File: config.mk
export PLATFORM = sky130hd
export DESIGN_NAME = control_unit
export DESIGN_NICKNAME = d
export VERILOG_FILES = /design/src/rtl/risc_pkg.sv /design/src/rtl/instr_decoder.sv /design/src/rtl/control_unit.sv
export SDC_FILE = /design/constraint.sdc
export NUM_CORES = 1
export LEC_CHECK = 0
export ABC_AREA = 1
export BUFFER_PORTS_ARGS = -buffer_cell sky130_fd_sc_hd__buf_2
export CORE_UTILIZATION = 46
export CTS_BUF_LIST = sky130_fd_sc_hd__clkbuf_4
export CTS_CLUSTER_SIZE = 30
export DETAILED_ROUTE_END_ITERATION = 6
export PLACE_DENSITY_LB_ADDON = 0.25
export SKIP_LAST_GASP = 1
export SYNTH_ARGS = -nofsm -noshare
export SYNTH_HDL_FRONTEND = slang
export SYNTH_SLANG_ARGS = --single-unit
File: constraint.sdc
create_clock -name clk -period 1.8 [get_ports clk]
set_input_delay 0.27 -clock clk [delete_from_list [all_inputs] [get_ports clk]]
set_output_delay 0.27 -clock clk [all_outputs]
set_load 0.05 [all_outputs]
File: src/rtl/risc_pkg.sv
// Shared opcode, function-select, state and field definitions for the
// 16-bit RISC control path.
package risc_pkg;

    localparam logic [3:0] OP_NOP  = 4'h0;
    localparam logic [3:0] OP_ADD  = 4'h1;
    localparam logic [3:0] OP_SUB  = 4'h2;
    localparam logic [3:0] OP_AND  = 4'h3;
    localparam logic [3:0] OP_OR   = 4'h4;
    localparam logic [3:0] OP_XOR  = 4'h5;
    localparam logic [3:0] OP_NOT  = 4'h6;
    localparam logic [3:0] OP_SHL  = 4'h7;
    localparam logic [3:0] OP_SHR  = 4'h8;
    localparam logic [3:0] OP_LDI  = 4'h9;
    localparam logic [3:0] OP_LD   = 4'hA;
    localparam logic [3:0] OP_ST   = 4'hB;
    localparam logic [3:0] OP_BZ   = 4'hC;
    localparam logic [3:0] OP_JMP  = 4'hD;
    localparam logic [3:0] OP_JAL  = 4'hE;
    localparam logic [3:0] OP_HALT = 4'hF;

    localparam logic [2:0] FS_ADD = 3'b000;
    localparam logic [2:0] FS_SUB = 3'b001;
    localparam logic [2:0] FS_AND = 3'b010;
    localparam logic [2:0] FS_OR  = 3'b011;
    localparam logic [2:0] FS_XOR = 3'b100;
    localparam logic [2:0] FS_NOT = 3'b101;
    localparam logic [2:0] FS_SHL = 3'b110;
    localparam logic [2:0] FS_SHR = 3'b111;

    typedef enum logic [1:0] {
        ST_FETCH = 2'd0,
        ST_EXEC  = 2'd1,
        ST_HALT  = 2'd2
    } state_t;

    localparam int OP_MSB = 15;
    localparam int OP_LSB = 12;
    localparam int DA_MSB = 11;
    localparam int DA_LSB = 8;
    localparam int AA_MSB = 7;
    localparam int AA_LSB = 4;
    localparam int BA_MSB = 3;
    localparam int BA_LSB = 0;
    localparam int PC_W   = 6;

    typedef struct packed {
        logic [2:0] fs;
        logic       rw;
        logic       mb;
        logic       md;
        logic       mj;
        logic       mm;
        logic       mk;
        logic       a_thru;
        logic       b_thru;
        logic       mw;
    } ctrl_t;

endpackage

File: src/rtl/instr_decoder.sv
// Combinational decode of the instruction register into the datapath control
// bundle; outside EXEC only the memory-address mux select is driven.
module instr_decoder
    import risc_pkg::*;
(
    input  logic [15:0] i_ir,
    input  state_t      i_state,
    output ctrl_t       o_ctrl
);

    logic [3:0] w_op;
    logic [3:0] w_fs_full;

    assign w_op      = i_ir[OP_MSB:OP_LSB];
    assign w_fs_full = w_op - 4'd1;

    always_comb begin
        o_ctrl = '0;
        if (i_state != ST_EXEC) begin
            o_ctrl.mm = 1'b1;
        end else begin
            case (w_op)
                OP_ADD, OP_SUB, OP_AND, OP_OR,
                OP_XOR, OP_NOT, OP_SHL, OP_SHR: begin
                    o_ctrl.fs = w_fs_full[2:0];
                    o_ctrl.rw = 1'b1;
                end
                OP_LDI: begin
                    o_ctrl.mb     = 1'b1;
                    o_ctrl.b_thru = 1'b1;
                    o_ctrl.rw     = 1'b1;
                end
                OP_LD: begin
                    o_ctrl.md = 1'b1;
                    o_ctrl.rw = 1'b1;
                end
                OP_ST: begin
                    o_ctrl.mk = 1'b1;
                    o_ctrl.mw = 1'b1;
                end
                OP_BZ: begin
                    o_ctrl.mk     = 1'b1;
                    o_ctrl.a_thru = 1'b1;
                end
                OP_JAL: begin
                    o_ctrl.mj = 1'b1;
                    o_ctrl.rw = 1'b1;
                end
                default: o_ctrl = '0;
            endcase
        end
    end

endmodule

File: src/rtl/control_unit.sv
// Two-cycle FETCH/EXEC sequencer: owns PC, PC_prev, IR and the retired count,
// and exposes the decoded datapath controls.
//   state | meaning
//   FETCH | latch IR from mem, PC_prev <= PC, PC <= PC+1
//   EXEC  | drive decoded controls, apply branch/jump, count retirement
//   HALT  | parked until reset, PC frozen
module control_unit
    import risc_pkg::*;
#(
    parameter int nBit = 16
) (
    input  logic            clk,
    input  logic            reset,
    input  logic [nBit-1:0] mem,
    input  logic            zero_flag,
    input  logic [5:0]      A,
    output logic [5:0]      PC,
    output logic [5:0]      PC_prev,
    output logic [3:0]      DA,
    output logic [3:0]      AA,
    output logic [3:0]      BA,
    output logic [2:0]      FS,
    output logic            RW,
    output logic            MB,
    output logic            MD,
    output logic            MJ,
    output logic            MM,
    output logic            MK,
    output logic            A_thru,
    output logic            B_thru,
    output logic            MW,
    output logic            halted,
    output logic [15:0]     retired
);

    state_t          r_state;
    logic [nBit-1:0] r_ir;
    logic [5:0]      r_pc;
    logic [5:0]      r_pc_prev;
    logic [15:0]     r_retired;
    logic            r_halted;
    ctrl_t           w_ctrl;
    logic [3:0]      w_op;
    logic [5:0]      w_imm6;

    assign w_op   = r_ir[OP_MSB:OP_LSB];
    assign w_imm6 = r_ir[5:0];

    always_ff @(posedge clk) begin
        if (reset) begin
            r_state   <= ST_FETCH;
            r_ir      <= '0;
            r_pc      <= '0;
            r_pc_prev <= '0;
            r_retired <= '0;
            r_halted  <= 1'b0;
        end else begin
            case (r_state)
                ST_FETCH: begin
                    r_ir      <= mem;
                    r_pc_prev <= r_pc;
                    r_pc      <= r_pc + 6'd1;
                    r_state   <= ST_EXEC;
                end
                ST_EXEC: begin
                    r_retired <= r_retired + 16'd1;
                    case (w_op)
                        OP_BZ:   if (zero_flag) r_pc <= w_imm6;
                        OP_JMP:  r_pc <= w_imm6;
                        OP_JAL:  r_pc <= A;
                        default: r_pc <= r_pc;
                    endcase
                    if (w_op == OP_HALT) begin
                        r_state  <= ST_HALT;
                        r_halted <= 1'b1;
                    end else begin
                        r_state  <= ST_FETCH;
                    end
                end
                ST_HALT: r_state <= ST_HALT;
                default: r_state <= ST_FETCH;
            endcase
        end
    end

    instr_decoder u_dec (
        .i_ir    (r_ir[15:0]),
        .i_state (r_state),
        .o_ctrl  (w_ctrl)
    );

    assign PC      = r_pc;
    assign PC_prev = r_pc_prev;
    assign DA      = r_ir[DA_MSB:DA_LSB];
    assign AA      = r_ir[AA_MSB:AA_LSB];
    assign BA      = r_ir[BA_MSB:BA_LSB];
    assign FS      = w_ctrl.fs;
    assign RW      = w_ctrl.rw;
    assign MB      = w_ctrl.mb;
    assign MD      = w_ctrl.md;
    assign MJ      = w_ctrl.mj;
    assign MM      = w_ctrl.mm;
    assign MK      = w_ctrl.mk;
    assign A_thru  = w_ctrl.a_thru;
    assign B_thru  = w_ctrl.b_thru;
    assign MW      = w_ctrl.mw;
    assign halted  = r_halted;
    assign retired = r_retired;

endmodule
==> impl_metrics.json <==
{
  "ys_warn_count": 0,
  "placedCellCount": 475,
  "die_width_um": 73.70,
  "ys_types": 23,
  "tritoncts": "yes",
  "yosys-top-cells-count": "69 x nor2_1, 47 x dfxtp_1, 47 x nand2_1",
  "yosysSeqAreaShare": 0.3979,
  "synthCells": 347,
  "finalHoldViolations": 0,
  "async_reset_ff_frac": 0,
  "rsz0062_at_grt": "yes",
  "track_usage": 0.2276,
  "grt_pass1_wl_um": 9501,
  "rows": 25,
  "synth_edf_count": 0,
  "drv_cap": 0,
  "hp-class": "in -> reg",
  "path_clk_slew_ns": 0.14,
  "path_max_fanout": 4,
  "status": "complete, but fails checks",
  "hp-start": "mem[9]",
  "clockRootBuffer": "clkbuf_4",
  "hold_path_depth": 3,
  "internal-power_mw": 1.480,
  "core_area_mm2": 0.004848,
  "start_kind": "flip-flop",
  "ios": 78,
  "critPathRequiredTime_ns": 1.53,
  "drc": 0,
  "dieArea_mm2": 0.005432,
  "grt_pass1_vias": 2122,
  "synth_top_area_frac": 0.3979,
  "final_cells": 491,
  "grt_max_degree": 26,
  "post_dp_cell_area_mm2": 0.002773,
  "violations": "negative setup slack",
  "via_per_inst": 4.978,
  "crit_type": "reg -> out",
  "dp_hpwl_um": 4019,
  "die_h_um": 73.70,
  "leakagePower_nw": 1.457,
  "post-route-util": 0.6436,
  "ir_drop_v": 0.0004361,
  "via_count": 2444,
  "pwr-share-comb": 0.295,
  "clockBufferDepth": 2,
  "ys_top_cells_by_area": "dfxtp_1 40%, nor2_1 11%, o21ai_0 9.3%, nand2_1 7.5%, inv_1 6.7%",
  "synth.most_common_cell": "nor2_1",
  "worst_slack_ns": -0.1357,
  "drtPass1Iterations": 4,
  "synth_fp_nets": 379,
  "detail-route-antenna-nets": 0,
  "yosysTopAreaCell": "dfxtp_1",
  "powerDensity_mw_per_mm2": 754.8,
  "min_period_ns": 1.936,
  "r2r_cells": 12,
  "switching_share": 0.3715,
  "hold_buffers": 0,
  "h-tree-depth": 2,
  "holdPathEnd": "r_ir[9]",
  "end_kind": "output pin",
  "pwr-share-seq": 0.494,
  "port-buffer-count": 77,
  "worstPathArrival_ns": 1.67,
  "synth.avg_cell_area_um2": 6.815,
  "tightest_slew_ns": 0.3903,
  "place.gp.congestion": 0.7999,
  "fin_skew_ns": 0.01267,
  "r2r_end": "PC[2]",
  "slew_headroom": 0.7378,
  "cts_sinks": 47,
  "drive_gt1_frac": 0.3349,
  "min_period_over_period": 1.075,
  "start_util": 0.4877,
  "wl_per_cell_um": 12.39,
  "p_total_mw": 2.355,
  "diodes": 0,
  "slew_violations": 0,
  "reg2reg_slack_ns": 0.06,
  "fin_area_mm2": 0.003120,
  "grt_antenna_before_repair": 0,
  "drt-initial-drc-count": 96,
  "clkPwrFrac": 0.211,
  "clk_latency_ns": 0.37,
  "nNetsFinal": 455,
  "syn2layout_area_growth_pct": 31.96,
  "ys_ff_latch": 47,
  "power_switching_mw": 0.8751,
  "wirelength_um": 6082,
  "grt_remaining_overflow": 0,
  "fillers": 425,
  "setup_viol": 8,
  "timing.fmax_mhz": 516.6,
  "numCtsBuffers": 5,
  "reg2reg_from": "r_ir[12]",
  "dominantRegCellSynth": "dfxtp_1",
  "syn_area_mm2": 0.002365
}
repair_timing:
action                     4_1_cts  5_1_grt
pin swaps                        9        9
gates resized for setup         49       23
setup endpoints to repair       10       11
cloned                           0        0
buffers inserted                 3        5
power by group through the flow:
| stage | logic, mW | registers, mW | clock network [mW] |
|---|---|---|---|
| floorplan | 0.375 | 1.28 | 0 |
| global placement | 0.588 | 1.17 | 0 |
| detailed placement | 0.595 | 1.18 | 0 |
| CTS | 0.646 | 1.16 | 0.504 |
| global route | 0.749 | 1.17 | 0.551 |
| finish | 0.695 | 1.16 | 0.497 |
cell usage in the layout, fill, tap and decap left out, types with 3 or more instances in the layout:
master	n
o21ai_0	43
nand3_1	14
nor2_4	3
a21oi_1	26
buf_6	10
nand2_1	45
inv_1	34
nand4_1	3
dfxtp_1	43
clkbuf_4	7
dfxtp_4	3
inv_2	5
buf_2	66
ha_4	5
nand2_2	6
buf_4	16
nor2_2	7
nor2_1	61
nor3_1	5
state kept, by name (all words and copies together) (netlist names):
| register | cells |
|---|---|
| PC | 6 |
| r_ir | 16 |
| halted | 1 |
| PC_prev | 6 |
| retired | 16 |
| r_state | 2 |
metal layers:
metal,up-vias,GRT usage,share of wire
li1,1244,-,-
met1,1117,0.2664,0.45
met2,75,0.4006,0.49
met3,8,0.04938,0.048
met4,0,0.09188,0.010
met5,-,0,0
cell families (layout without fill, tap and decap cells):
group	Yosys count	in the layout	share of synthesized area
AOI/OAI and AO/OA	73	73	0.1556
xor gates and xnor gates	2	2	0.007409
adders and majority gates	7	7	0.03704
buffers and inverters	69	146	0.1376
DFF	47	47	0.3979
and+or+nand+nor	149	149	0.2646
per-stage QoR:
| stage | hold slack [ns] | TNS (ns) | worst slack (ns) |
|---|---|---|---|
| final | 0.1182 | -0.6798 | -0.1357 |
| after global placement | 0.4557 | 0 | 0.1073 |
| after detailed placement | 0.4617 | 0 | 0.08502 |
| after CTS | 0.1088 | -0.3798 | -0.07226 |
| after floorplan | 0.4049 | -0.3638 | -0.09285 |
| after global routing | 0.1180 | -1.697 | -0.2063 |
cell type report:
type                       count  area (um2)  area share
multi-input combinational    231        1254      0.4018
sequential                    47       953.4      0.3055
timing repair buffer          95       600.6      0.1925
inverter                      43       176.4     0.05654
tap                           67       83.83     0.02686
clock buffer                   6       45.04     0.01443
clock inverter                 2       7.507    0.002406
worst max-delay path: stages (launching register included):
cell and delay [ns]:
dfxtp_4 0.40, buf_6 0.12, ha_4 0.15, inv_4 0.06, buf_6 0.10, nor3_4 0.04
a31oi_1 0.18, nand2_2 0.08, buf_8 0.15
how the worst max path moves through the flow:
| stage | from | endpoint | slack [ns] | cells after the start |
|---|---|---|---|---|
| finish | r_ir[12] | RW | -0.14 | 8 |
| global route | r_ir[12] | FS[0] | -0.21 | 7 |
| CTS | r_ir[12] | FS[2] | -0.07 | 7 |
| detailed placement | r_ir[12] | RW | 0.09 | 7 |
| global placement | r_ir[12] | RW | 0.11 | 7 |
| floorplan | r_ir[12] | FS[0] | -0.09 | 6 |
Note: power is estimated with default switching activity, not from simulation.
